--- src/rtl/pipe_pkg.sv ---
// Shared types for the two-entry skid pipeline stage: FSM state encoding and
// the occupancy count type.
package pipe_pkg;

    typedef enum logic [1:0] {
        ST_EMPTY = 2'd0,
        ST_ONE   = 2'd1,
        ST_FULL  = 2'd2
    } state_e;

    typedef logic [1:0] occ_t;

endpackage

--- src/rtl/pipe_slot.sv ---
// One storage slot of the skid stage: payload, valid and halted bits.
// Clear has priority over load and returns the payload to BUBBLE, so consumers never see stale data.
module pipe_slot #(
    parameter int                 DATA_W = 64,
    parameter logic [DATA_W-1:0]  BUBBLE = {DATA_W{1'b0}}
) (
    input  logic              clk,
    input  logic              rst_b,
    input  logic              load,
    input  logic              clear,
    input  logic [DATA_W-1:0] d_data,
    input  logic              d_halted,
    output logic              q_valid,
    output logic              q_halted,
    output logic [DATA_W-1:0] q_data
);

    // Slot register with synchronous reset, clear-over-load priority.
    always_ff @(posedge clk) begin
        if (!rst_b) begin
            q_valid  <= 1'b0;
            q_halted <= 1'b0;
            q_data   <= BUBBLE;
        end else if (clear) begin
            q_valid  <= 1'b0;
            q_halted <= 1'b0;
            q_data   <= BUBBLE;
        end else if (load) begin
            q_valid  <= 1'b1;
            q_halted <= d_halted;
            q_data   <= d_data;
        end
    end

endmodule

--- src/rtl/pipe_skid_stage.sv ---
// Two-entry skid buffer pipeline stage (e.g. IF/ID) with flush and a fully
// registered in_ready so out_ready never reaches in_ready combinationally.
module pipe_skid_stage
    import pipe_pkg::*;
#(
    parameter int                 DATA_W = 64,
    parameter logic [DATA_W-1:0]  BUBBLE = {DATA_W{1'b0}}
) (
    input  logic              clk,
    input  logic              rst_b,
    input  logic              flush,
    input  logic              in_valid,
    output logic              in_ready,
    input  logic [DATA_W-1:0] in_data,
    input  logic              in_halted,
    output logic              out_valid,
    input  logic              out_ready,
    output logic [DATA_W-1:0] out_data,
    output logic              out_halted,
    output logic [1:0]        occupancy
);

    state_e            state_r;
    state_e            state_next_s;
    logic              in_ready_r;
    occ_t              occupancy_r;
    logic              in_fire_s;
    logic              out_fire_s;
    logic              main_load_s;
    logic              main_clear_s;
    logic              skid_load_s;
    logic              skid_clear_s;
    logic [DATA_W-1:0] main_d_data_s;
    logic              main_d_halted_s;
    logic              main_valid_s;
    logic              main_halted_s;
    logic [DATA_W-1:0] main_data_s;
    logic              skid_valid_s;
    logic              skid_halted_s;
    logic [DATA_W-1:0] skid_data_s;

    assign in_fire_s  = in_valid & in_ready_r;
    assign out_fire_s = main_valid_s & out_ready;

    // Next-state and slot load/clear decode; flush overrides every handshake.
    always_comb begin
        state_next_s = state_r;
        main_load_s  = 1'b0;
        main_clear_s = 1'b0;
        skid_load_s  = 1'b0;
        skid_clear_s = 1'b0;
        if (flush) begin
            state_next_s = ST_EMPTY;
            main_clear_s = 1'b1;
            skid_clear_s = 1'b1;
        end else begin
            case (state_r)
                ST_EMPTY: begin
                    if (in_fire_s) begin
                        state_next_s = ST_ONE;
                        main_load_s  = 1'b1;
                    end else begin
                        state_next_s = ST_EMPTY;
                    end
                end
                ST_ONE: begin
                    if (in_fire_s && out_fire_s) begin
                        main_load_s  = 1'b1;
                    end else if (in_fire_s) begin
                        state_next_s = ST_FULL;
                        skid_load_s  = 1'b1;
                    end else if (out_fire_s) begin
                        state_next_s = ST_EMPTY;
                        main_clear_s = 1'b1;
                    end else begin
                        state_next_s = ST_ONE;
                    end
                end
                ST_FULL: begin
                    if (out_fire_s) begin
                        state_next_s = ST_ONE;
                        main_load_s  = 1'b1;
                        skid_clear_s = 1'b1;
                    end else begin
                        state_next_s = ST_FULL;
                    end
                end
                default: begin
                    state_next_s = ST_EMPTY;
                    main_clear_s = 1'b1;
                    skid_clear_s = 1'b1;
                end
            endcase
        end
    end

    // Main slot refills from the skid entry when one is held, otherwise from the input.
    always_comb begin
        if (skid_valid_s) begin
            main_d_data_s   = skid_data_s;
            main_d_halted_s = skid_halted_s;
        end else begin
            main_d_data_s   = in_data;
            main_d_halted_s = in_halted;
        end
    end

    // State, in_ready and occupancy registers, all derived from the next state.
    always_ff @(posedge clk) begin
        if (!rst_b) begin
            state_r     <= ST_EMPTY;
            in_ready_r  <= 1'b1;
            occupancy_r <= 2'd0;
        end else begin
            state_r     <= state_next_s;
            in_ready_r  <= (state_next_s != ST_FULL);
            occupancy_r <= occ_t'(state_next_s);
        end
    end

    pipe_slot #(.DATA_W(DATA_W), .BUBBLE(BUBBLE)) u_main (
        .clk      (clk),
        .rst_b    (rst_b),
        .load     (main_load_s),
        .clear    (main_clear_s),
        .d_data   (main_d_data_s),
        .d_halted (main_d_halted_s),
        .q_valid  (main_valid_s),
        .q_halted (main_halted_s),
        .q_data   (main_data_s)
    );

    pipe_slot #(.DATA_W(DATA_W), .BUBBLE(BUBBLE)) u_skid (
        .clk      (clk),
        .rst_b    (rst_b),
        .load     (skid_load_s),
        .clear    (skid_clear_s),
        .d_data   (in_data),
        .d_halted (in_halted),
        .q_valid  (skid_valid_s),
        .q_halted (skid_halted_s),
        .q_data   (skid_data_s)
    );

    assign in_ready   = in_ready_r;
    assign occupancy  = occupancy_r;
    assign out_valid  = main_valid_s;
    assign out_data   = main_data_s;
    assign out_halted = main_halted_s;

endmodule
--- config.mk ---
export PLATFORM = sky130hd
export DESIGN_NAME = pipe_skid_stage
export DESIGN_NICKNAME = d
export VERILOG_FILES = /design/src/rtl/pipe_pkg.sv /design/src/rtl/pipe_slot.sv /design/src/rtl/pipe_skid_stage.sv
export SDC_FILE = /design/constraint.sdc
export NUM_CORES = 1
export LEC_CHECK = 0
export CORE_MARGIN = 1.5
export CORE_UTILIZATION = 53
export DETAILED_ROUTE_END_ITERATION = 10
export PLACE_DENSITY = 0.91
export RECOVER_POWER = 25
export SETUP_SLACK_MARGIN = 0.4
export SLEW_MARGIN = 25
export SYNTH_ARGS = -nofsm -noshare
export SYNTH_HDL_FRONTEND = slang
export SYNTH_HIERARCHICAL = 1
export SYNTH_SLANG_ARGS = --single-unit
export TNS_END_PERCENT = 5
--- constraint.sdc ---
create_clock -name clk -period 4.5 [get_ports clk]
set_clock_uncertainty 0.15 [all_clocks]
set_input_delay 0.9 -clock clk [delete_from_list [all_inputs] [get_ports clk]]
set_output_delay 0.9 -clock clk [all_outputs]
set_load 0.1 [all_outputs]
# Yosys cells after proc, flatten, opt, wreduce, memory -nomap -nowiden

Index checks and enable logic that the tools add are counted.
W data, S select, Z words.

Shifts and indexed selects: 0
Equal/unequal tests: 3
Divide/modulo/power cells: 0
$add $sub $neg: 0
Reductions and logical operators: 6
$lt $le $gt $ge: 0
Bitwise logic cells: 3
Mux-type cells: 23
Multiply operators: 0

Operator list:

| operator             | count |
|---|---|
| $mux W64             | 1 |
| $mux W1              | 14 |
| $mux W2              | 4 |
| $reduce_or A2 Y1     | 4 |
| $pmux W2 S3          | 1 |
| $pmux W1 S2          | 2 |
| $pmux W1 S3          | 1 |
| $and A1 B1 Y1        | 2 |
| $eq A2 B1 Y1 const B | 1 |
| $eq A2 B2 Y1 const B | 1 |
| $logic_not A2 Y1     | 1 |
| $ne A2 B2 Y1 const B | 1 |
| $logic_and A1 B1 Y1  | 1 |
| $not A1 Y1           | 1 |

Bits of input ports: 70
Bits in latches: 0
Flip-flop bits (word level): 135
Logic and storage cells: 43
Bits in writable memories: 0
Memories kept: 0
ROM bits: 0
Output and inout port bits: 69

# Longest topological paths before layout

Gate-level depths: netlist (run 1).

Depth after elaboration: 7
Depth in mapped cells: 8

# By module

The synthesis (run 1) kept the hierarchy.

Modules (own cells, without submodules):

| module          | instances | seq. area each (sq um) | area an instance (sq um) | cells an instance |
|---|---|---|---|---|
| pipe_slot       | 2         | 1321.3                 | 2383.5                   | 214 |
| pipe_skid_stage | 1         | 60.1                   | 993.5                    | 100 |

# Least setup slack after synthesis (run 1)

Ideal clock, no wire load.

Path type: reg2reg
Start point: register u_main.q_valid
End point: register u_main.q_data[51]
Stages on the path, launching flop included: 9
Arrival: 2156 ps
Buffers on the path: 3
Required time: 4222 ps
Period minus slack after synthesis: 2433 ps
Path slack: 2067 ps
Cells stage by stage: dfxtp_1 > nand2_1 > a21o_1 > a21oi_1 > buf_6 > buf_12 > buf_8 > mux2i_1 > nor2_1

Elaborated cells on any way between the ends: 11

RTL lines:

| element                | RTL line              | text |
|---|---|---|
| start, declared        | pipe_slot.sv:13       | `output logic q_valid,` |
| start signal, assigned | pipe_slot.sv:21       | `q_valid <= 1'b0;` |
| start signal, assigned | pipe_slot.sv:25       | `q_valid <= 1'b0;` |
| start signal, assigned | pipe_slot.sv:29       | `q_valid <= 1'b1;` |
| $and A1 B1 Y1 (*)      | pipe_skid_stage.sv:43 | `assign out_fire_s = main_valid_s & out_ready;` |
| $logic_and A1 B1 Y1    | pipe_skid_stage.sv:67 | `if (in_fire_s && out_fire_s) begin` |
| $mux W1                | pipe_skid_stage.sv:67 |  |
| $pmux W1 S3 (*)        | pipe_skid_stage.sv:57 | `case (state_r)` |
| $mux W1 (*)            | pipe_skid_stage.sv:52 | `if (flush) begin` |
| via main_load_s        | pipe_skid_stage.sv:29 | `logic main_load_s;` |
| end signal, assigned   | pipe_slot.sv:31       | `q_data <= d_data;` |
| end, declared          | pipe_slot.sv:15       | `output logic [DATA_W-1:0] q_data` |

Mark *: on every way through the listed nets, which the timed path passes. The rest lies on a longest branch.
A chain may end at the register's enable or synchronous reset.

# Worst setup path after layout (run 1)

Start point: input port out_ready
End point: register u_skid.q_data[10]

Word-level cells in the longest chain between the ends: 5
Elaborated cells on any way between the ends: 9

RTL lines:

| element                    | RTL line              | text |
|---|---|---|
| start, declared            | pipe_skid_stage.sv:17 | `input logic out_ready,` |
| $and A1 B1 Y1              | pipe_skid_stage.sv:43 |  |
| $mux W1                    | pipe_skid_stage.sv:80 | `if (out_fire_s) begin` |
| $pmux W1 S2                | pipe_skid_stage.sv:57 |  |
| $mux W1                    | pipe_skid_stage.sv:52 |  |
| via skid_clear_s           | pipe_skid_stage.sv:32 | `logic skid_clear_s;` |
| $reduce_or A2 Y1 (no line) | --                    |  |
| end signal, assigned       | pipe_slot.sv:31       |  |
| end, declared              | pipe_slot.sv:15       |  |

The timed path passes the listed nets, and every way through them passes these cells.

==> impl_metrics.py, run 1 <==
metrics = {
    "power_and_ir_drop": {
        "power.switching_uw": 716,
        "peakVddDrop_v": 0.000230,
        "p_leak_nw": 2.62,
        "switching_share_pct": 24.6,
        "power.density_nw_per_um2": 384,
        "pwr-share-seq_pct": 42.1,
        "p_int_mw": 2.20,
        "power.clock.fraction_pct": 46.0,
        "power_mw": 2.91,
        "p_comb_share_pct": 12.0,
    },
    "critical_path": {
        "r2r_end": "u_skid/q_data[10]",
        "critPathRequiredTime_ps": 4680,
        "cp.arrival_ps": 3760,
        "cp_max_fo": 23,
        "critPathKind": "in2reg",
        "end_kind": "flop",
        "r2r_start": "u_main/q_valid",
        "crit_path_start_kind": "input port",
        "worstRegToRegCells": 6,
        "r2r_setup_slack_ps": 1490,
    },
    "yosys": {
        "ys_ff_latch": 135,
        "synth_nets": 598,
        "syn-cell-area_sq_um": 5760,
        "synth_area_leaders": "dfxtp_1 (47%), mux2i_1 (23%), mux2_2 (13%)",
        "synthFlopType": "dfxtp_1",
        "syn_inst": 528,
        "synth_cell_types": 25,
        "syn_avg_cell_area_sq_um": 10.9,
        "yosysSeqAreaShare_pct": 46.9,
        "yosysTopAreaCell": "dfxtp_1",
        "synth_edf_count": 0,
        "ys_warn_count": 6,
        "synth_async_sr_flop_share_pct": 0,
        "synth_top_area_share_pct": 46.9,
    },
    "cells_and_area": {
        "area_growth_syn_to_layout_pct": 31.7,
        "drive_gt1_share_pct": 15.4,
        "nNetsFinal": 726,
        "fillers": 729,
        "fin_util_pct": 72.8,
    },
    "status": {
        "run_status": "complete, but fails checks",
        "violations": "max-capacitance violations, max-slew violations",
    },
    "global_routing": {
        "grt_pass1_wl_mm": 20.6,
        "grtUsageTotal_pct": 22.8,
        "antenna_found_initial": 1,
        "grt_max_degree": 47,
        "gr-total-overflow": 0,
        "grt_pass1_vias": 4363,
    },
    "cts": {
        "clk_pin_slew_ps": 60,
        "cts-root-buf": "clkbuf_8",
        "hold_buffers": 0,
        "ctsResizeCount": 0,
        "cts.sinks": 135,
        "cts_max_level": 4,
        "clock_latency_ps": 500,
        "tritoncts": "done",
        "cts_buffers": 17,
        "clk_path_buf_depth": 2,
        "postCtsSetupBuffers": 0,
    },
    "floorplan": {
        "start_util_pct": 55.3,
        "die_y_um": 107,
        "core_area_sq_um": 10400,
        "rows": 37,
        "die_area_sq_um": 11500,
        "io_pins": 139,
        "fp.dieW_um": 107,
    },
    "sta": {
        "rsz0062_at_grt": "false",
        "fmax_ghz": 0.279,
        "hold_viol": 0,
        "finalSetupViolCount": 0,
        "layout_min_cycle_time_ps": 3590,
        "worst_slew_pin_slew_ps": 1730,
        "slew_viol_final": 24,
        "period_share_pct": 79.7,
        "slew-limit-headroom_pct": -15.4,
        "setup_tns_ps": 0,
    },
    "job": {
        "cap_violations": 1,
    },
    "routing": {
        "dr_total_vias": 4174,
        "drt_iter0_drc": 148,
        "viasPerCell": 5.19,
        "ant_nets": 0,
        "totalWireLength_mm": 13.0,
        "wl_per_cell_um": 16.1,
        "dr.pass1.iters": 6,
        "drc_errors": 0,
    },
    "min_path": {
        "min-delay-start": "u_skid/q_data[63]",
        "hold_depth": 2,
        "holdPathEnd": "u_skid/q_data[63]",
        "min_path_type": "reg2reg",
    },
    "placement": {
        "numPortBuffers": 138,
        "dp_hpwl_mm": 8.54,
        "place.gp.congestion": 0.866,
    },
}
per-layer routing:
layer / GRT usage, % / wire [um] / vias to the layer above / part of all wire, %
met5: 0 / 0 / - / 0
li1: - / - / 2052 / -
met2: 40.5 / 6480 / 115 / 50
met1: 26.2 / 5520 / 1986 / 43
met4: 8.29 / 246 / 0 / 1.9
met3: 6.05 / 701 / 21 / 5.4
cell type report:
cell class / count / area [sq um] / area share [%]
tap: 136 / 170 / 2.24
clock inverter: 12 / 154 / 2.03
antenna: 1 / 2.50 / 0.0330
sequential: 135 / 2710 / 35.7
multi-input combinational: 356 / 2710 / 35.7
timing repair buffer: 146 / 1430 / 18.9
clock buffer: 18 / 418 / 5.51
logic make-up after synthesis:
kind of cell	synth area share [%]
multiplexers	35.3
flip-flops	46.9
AO/OA/AOI/OAI	0.695
buffers and inverters	6.17
AND/OR/NAND/NOR	10.9
through the flow:
stage / hold slack [ps] / cell area (sq um) / cells / setup WS [ps]
3_3_place_gp: 316 / 7040 / 773 / 1260
3_5_place_dp: 328 / 7040 / 773 / 1190
2_1_floorplan: 295 / 5760 / 528 / 2070
5_1_grt: 366 / 7590 / 804 / 713
6_report: 335 / 7590 / 804 / 915
4_1_cts: 344 / 7610 / 803 / 1280
sequential cells by signal, summed over array words and instances (netlist names):
name / count
in_ready: 1
occupancy: 2
u_main/q_data: 64
u_main/q_halted: 1
u_main/q_valid: 1
u_skid/q_data: 64
u_skid/q_halted: 1
u_skid/q_valid: 1
cells in the mapped netlist (all sizes together), types with 2 or more instances:
cell,number
nor3,2
clkbuf,8
mux2,65
dfxtp,135
buf,29
nor2,135
mux2i,130
nand2b,5
a21o,3
nand2,4
or3,2
cell usage in the layout (no fill, tap or decap), types with 2 or more instances in the layout:
cell             synthesis  final
buf_4                   11      5
nor3_1                   2      2
clkinv_4                 0      2
mux2i_1                130    130
a21o_1                   3      3
nand2_1                  4      4
dlygate4sd3_1            0      2
clkinvlp_4               0      3
dfxtp_1                135    134
clkdlybuf4s50_1          0    136
bufinv_16                0      3
mux2_2                  65     65
nand2b_1                 5      4
clkbuf_1                 8      3
nor2_1                 135    135
clkinv_2                 0      3
clkbuf_16                0     16
or3_1                    2      2
worst max path at each step:
stage | startpoint | to | slack, ps
2_1_floorplan | u_main/q_valid | u_main/q_data[51] | 2070
5_1_grt | out_ready | u_skid/q_data[10] | 710
6_report | out_ready | u_skid/q_data[10] | 910
3_5_place_dp | out_ready | u_main/q_data[52] | 1190
3_3_place_gp | out_ready | u_main/q_data[59] | 1260
4_1_cts | occupancy[0] | occupancy[0] | 1280
power by group through the flow:
stage	logic, mW	clock network (mW)	registers [mW]
after floorplan	0.143	0	1.35
after global placement	0.342	0	1.25
after detailed placement	0.349	0	1.25
after CTS	0.351	1.36	1.22
after global routing	0.366	1.42	1.23
final	0.349	1.34	1.23
worst max-delay path: stages:
cell	delay (ps)
dlygate4sd3_1	570
and2_0	290
o21ai_0	120
nand2b_1	80
nand2b_1	750
clkbuf_1	860
nor2_1	190
(Power assumes the default switching activity.)
==> run 2, diff against run 1 <==
--- a/config.mk
+++ b/config.mk
@@ -6,9 +6,9 @@
 export NUM_CORES = 1
 export LEC_CHECK = 0
 export CORE_MARGIN = 1.5
-export CORE_UTILIZATION = 53
+export CORE_UTILIZATION = 45
 export DETAILED_ROUTE_END_ITERATION = 10
-export PLACE_DENSITY = 0.91
+export PLACE_DENSITY = 0.82
 export RECOVER_POWER = 25
 export SETUP_SLACK_MARGIN = 0.4
 export SLEW_MARGIN = 25
==> constraint.sdc (replaced) <==
create_clock -name clk -period 3.2 [get_ports clk]
set_clock_uncertainty 0.15 [all_clocks]
set_input_delay 0.64 -clock clk [delete_from_list [all_inputs] [get_ports clk]]
set_output_delay 0.64 -clock clk [all_outputs]
set_load 0.1 [all_outputs]
==> impl_metrics.py, run 2 (synthesis gave the netlist of run 1 again) <==
metrics = {
    "power_and_ir_drop": {
        "power.switching_uw": 996,
        "power_mw": 4.24,
        "p_leak_nw": 2.63,
        "peakVddDrop_v": 0.000432,
        "switching_share_pct": 23.5,
        "power.clock.fraction_pct": 47.9,
        "p_comb_share_pct": 11.5,
        "power.density_nw_per_um2": 569,
        "p_int_mw": 3.24,
        "pwr-share-seq_pct": 40.6,
    },
    "cells_and_area": {
        "fin_util_pct": 59.3,
        "final_area_sq_um": 7450,
        "drive_gt1_share_pct": 19.1,
        "layout_common_cells": "nor2_1 (135), dfxtp_1 (134), mux2i_1 (130), clkdlybuf4s50_1 (68), mux2_2 (65)",
        "n_antenna_cell": 0,
        "area_growth_syn_to_layout_pct": 29.3,
        "final_common_cell": "nor2_1",
        "nNetsFinal": 726,
        "fillers": 1050,
    },
    "critical_path": {
        "cp_max_fo": 2,
        "end_kind": "primary output",
        "critPathTopFamily": "buffers and inverters",
        "cp.arrival_ps": 1660,
        "crit_path_start_kind": "flop",
        "cp_slowest_stage_delay_ps": 910,
        "crit_chain": "clkbuf_1",
        "r2r_setup_slack_ps": 1200,
        "critPathKind": "reg2out",
        "worstRegToRegCells": 5,
        "r2r_end": "u_skid/q_data[39]",
        "r2r_start": "occupancy[1]",
        "slowest_stage": "clkbuf_1",
        "critPathRequiredTime_ps": 2410,
        "path_buf_inv": 1,
    },
    "cts": {
        "clock_latency_ps": 410,
        "hold_buffers": 0,
        "clk_path_buf_depth": 2,
        "ctsResizeCount": 0,
        "cts_buffers": 17,
        "clk_pin_slew_ps": 60,
        "tritoncts": "done",
        "postCtsSetupBuffers": 0,
        "cts_max_level": 4,
        "cts-root-buf": "clkbuf_16",
        "cts.sinks": 135,
    },
    "sta": {
        "period_share_pct": 76.5,
        "rsz0062_at_grt": "false",
        "slew-limit-headroom_pct": 17.7,
        "layout_min_cycle_time_ps": 2450,
        "finalSetupViolCount": 0,
        "setup_tns_ps": 0,
        "fmax_ghz": 0.408,
        "hold_viol": 0,
        "slew_viol_final": 0,
        "worst_slew_pin_slew_ps": 1240,
    },
    "min_path": {
        "hold_depth": 2,
        "min-delay-start": "u_skid/q_data[34]",
        "holdPathEnd": "u_skid/q_data[34]",
        "min_path_type": "reg2reg",
    },
    "global_routing": {
        "grtUsageTotal_pct": 19.6,
        "grt_max_degree": 67,
        "gr-total-overflow": 0,
        "antenna_found_initial": 0,
        "grt_pass1_wl_mm": 20.3,
        "grt_pass1_vias": 4215,
    },
    "floorplan": {
        "die_y_um": 116,
        "die_area_sq_um": 13500,
        "fp.dieW_um": 116,
        "rows": 41,
        "core_area_sq_um": 12600,
        "io_pins": 139,
        "start_util_pct": 45.8,
    },
    "routing": {
        "wl_per_cell_um": 15.5,
        "totalWireLength_mm": 13.0,
        "drc_errors": 0,
        "dr.pass1.iters": 4,
        "dr_total_vias": 4207,
        "viasPerCell": 5.00,
        "drt_iter0_drc": 161,
        "ant_nets": 0,
    },
    "status": {
        "run_status": "completed",
    },
    "placement": {
        "numPortBuffers": 138,
        "postPlaceCellArea_sq_um": 7010,
        "dp_hpwl_mm": 8.53,
        "place.gp.congestion": 0.764,
    },
    "job": {
        "cap_violations": 0,
    },
}
[run 2: metal layers]
layer  global-route usage, %  vias to the layer above  wire length [um]
met5                       0                        -                 0
met4                    8.86                        0               297
met3                    5.66                       30               752
met2                    34.0                      132              6460
met1                    22.3                     1991              5530
li1                        -                     2054                 -
[run 2: stage by stage]
step | hold slack, ps | setup slack [ps] | cells
2_1_floorplan | 295 | 767 | 528
3_3_place_gp | 316 | 567 | 809
3_5_place_dp | 328 | 482 | 809
4_1_cts | 344 | 914 | 841
5_1_grt | 366 | 706 | 841
6_report | 341 | 751 | 841
[run 2: worst max-delay path by stage]
stage | cells past startpoint | endpoint | slack (ps) | start
global placement | 7 | u_main/q_data[37] | 570 | out_ready
CTS | 7 | u_main/q_data[34] | 910 | in_valid
finish | 1 | out_data[56] | 750 | u_main/q_data[56]
global route | 1 | out_data[0] | 710 | u_main/q_data[0]
detailed placement | 7 | u_main/q_data[15] | 480 | in_valid
floorplan | 8 | u_main/q_data[51] | 770 | u_main/q_valid
[run 2: power by group through the flow]
stage / Clock, mW / Sequential (mW) / Combinational, mW
after detailed placement: 0 / 1.76 / 0.500
after floorplan: 0 / 1.90 / 0.201
final: 2.03 / 1.72 / 0.488
after global placement: 0 / 1.76 / 0.491
after CTS: 2.06 / 1.72 / 0.503
after global routing: 2.14 / 1.73 / 0.514
[run 2: final cells by class]
class | instances | area, sq um | share of cell area (%)
multi-input cells | 356 | 2720 | 36.6
repair buffers | 146 | 1190 | 16.0
well taps | 172 | 215 | 2.89
clock buffers | 23 | 468 | 6.28
flip-flops and latches | 135 | 2700 | 36.3
clock inverters | 9 | 148 | 1.98
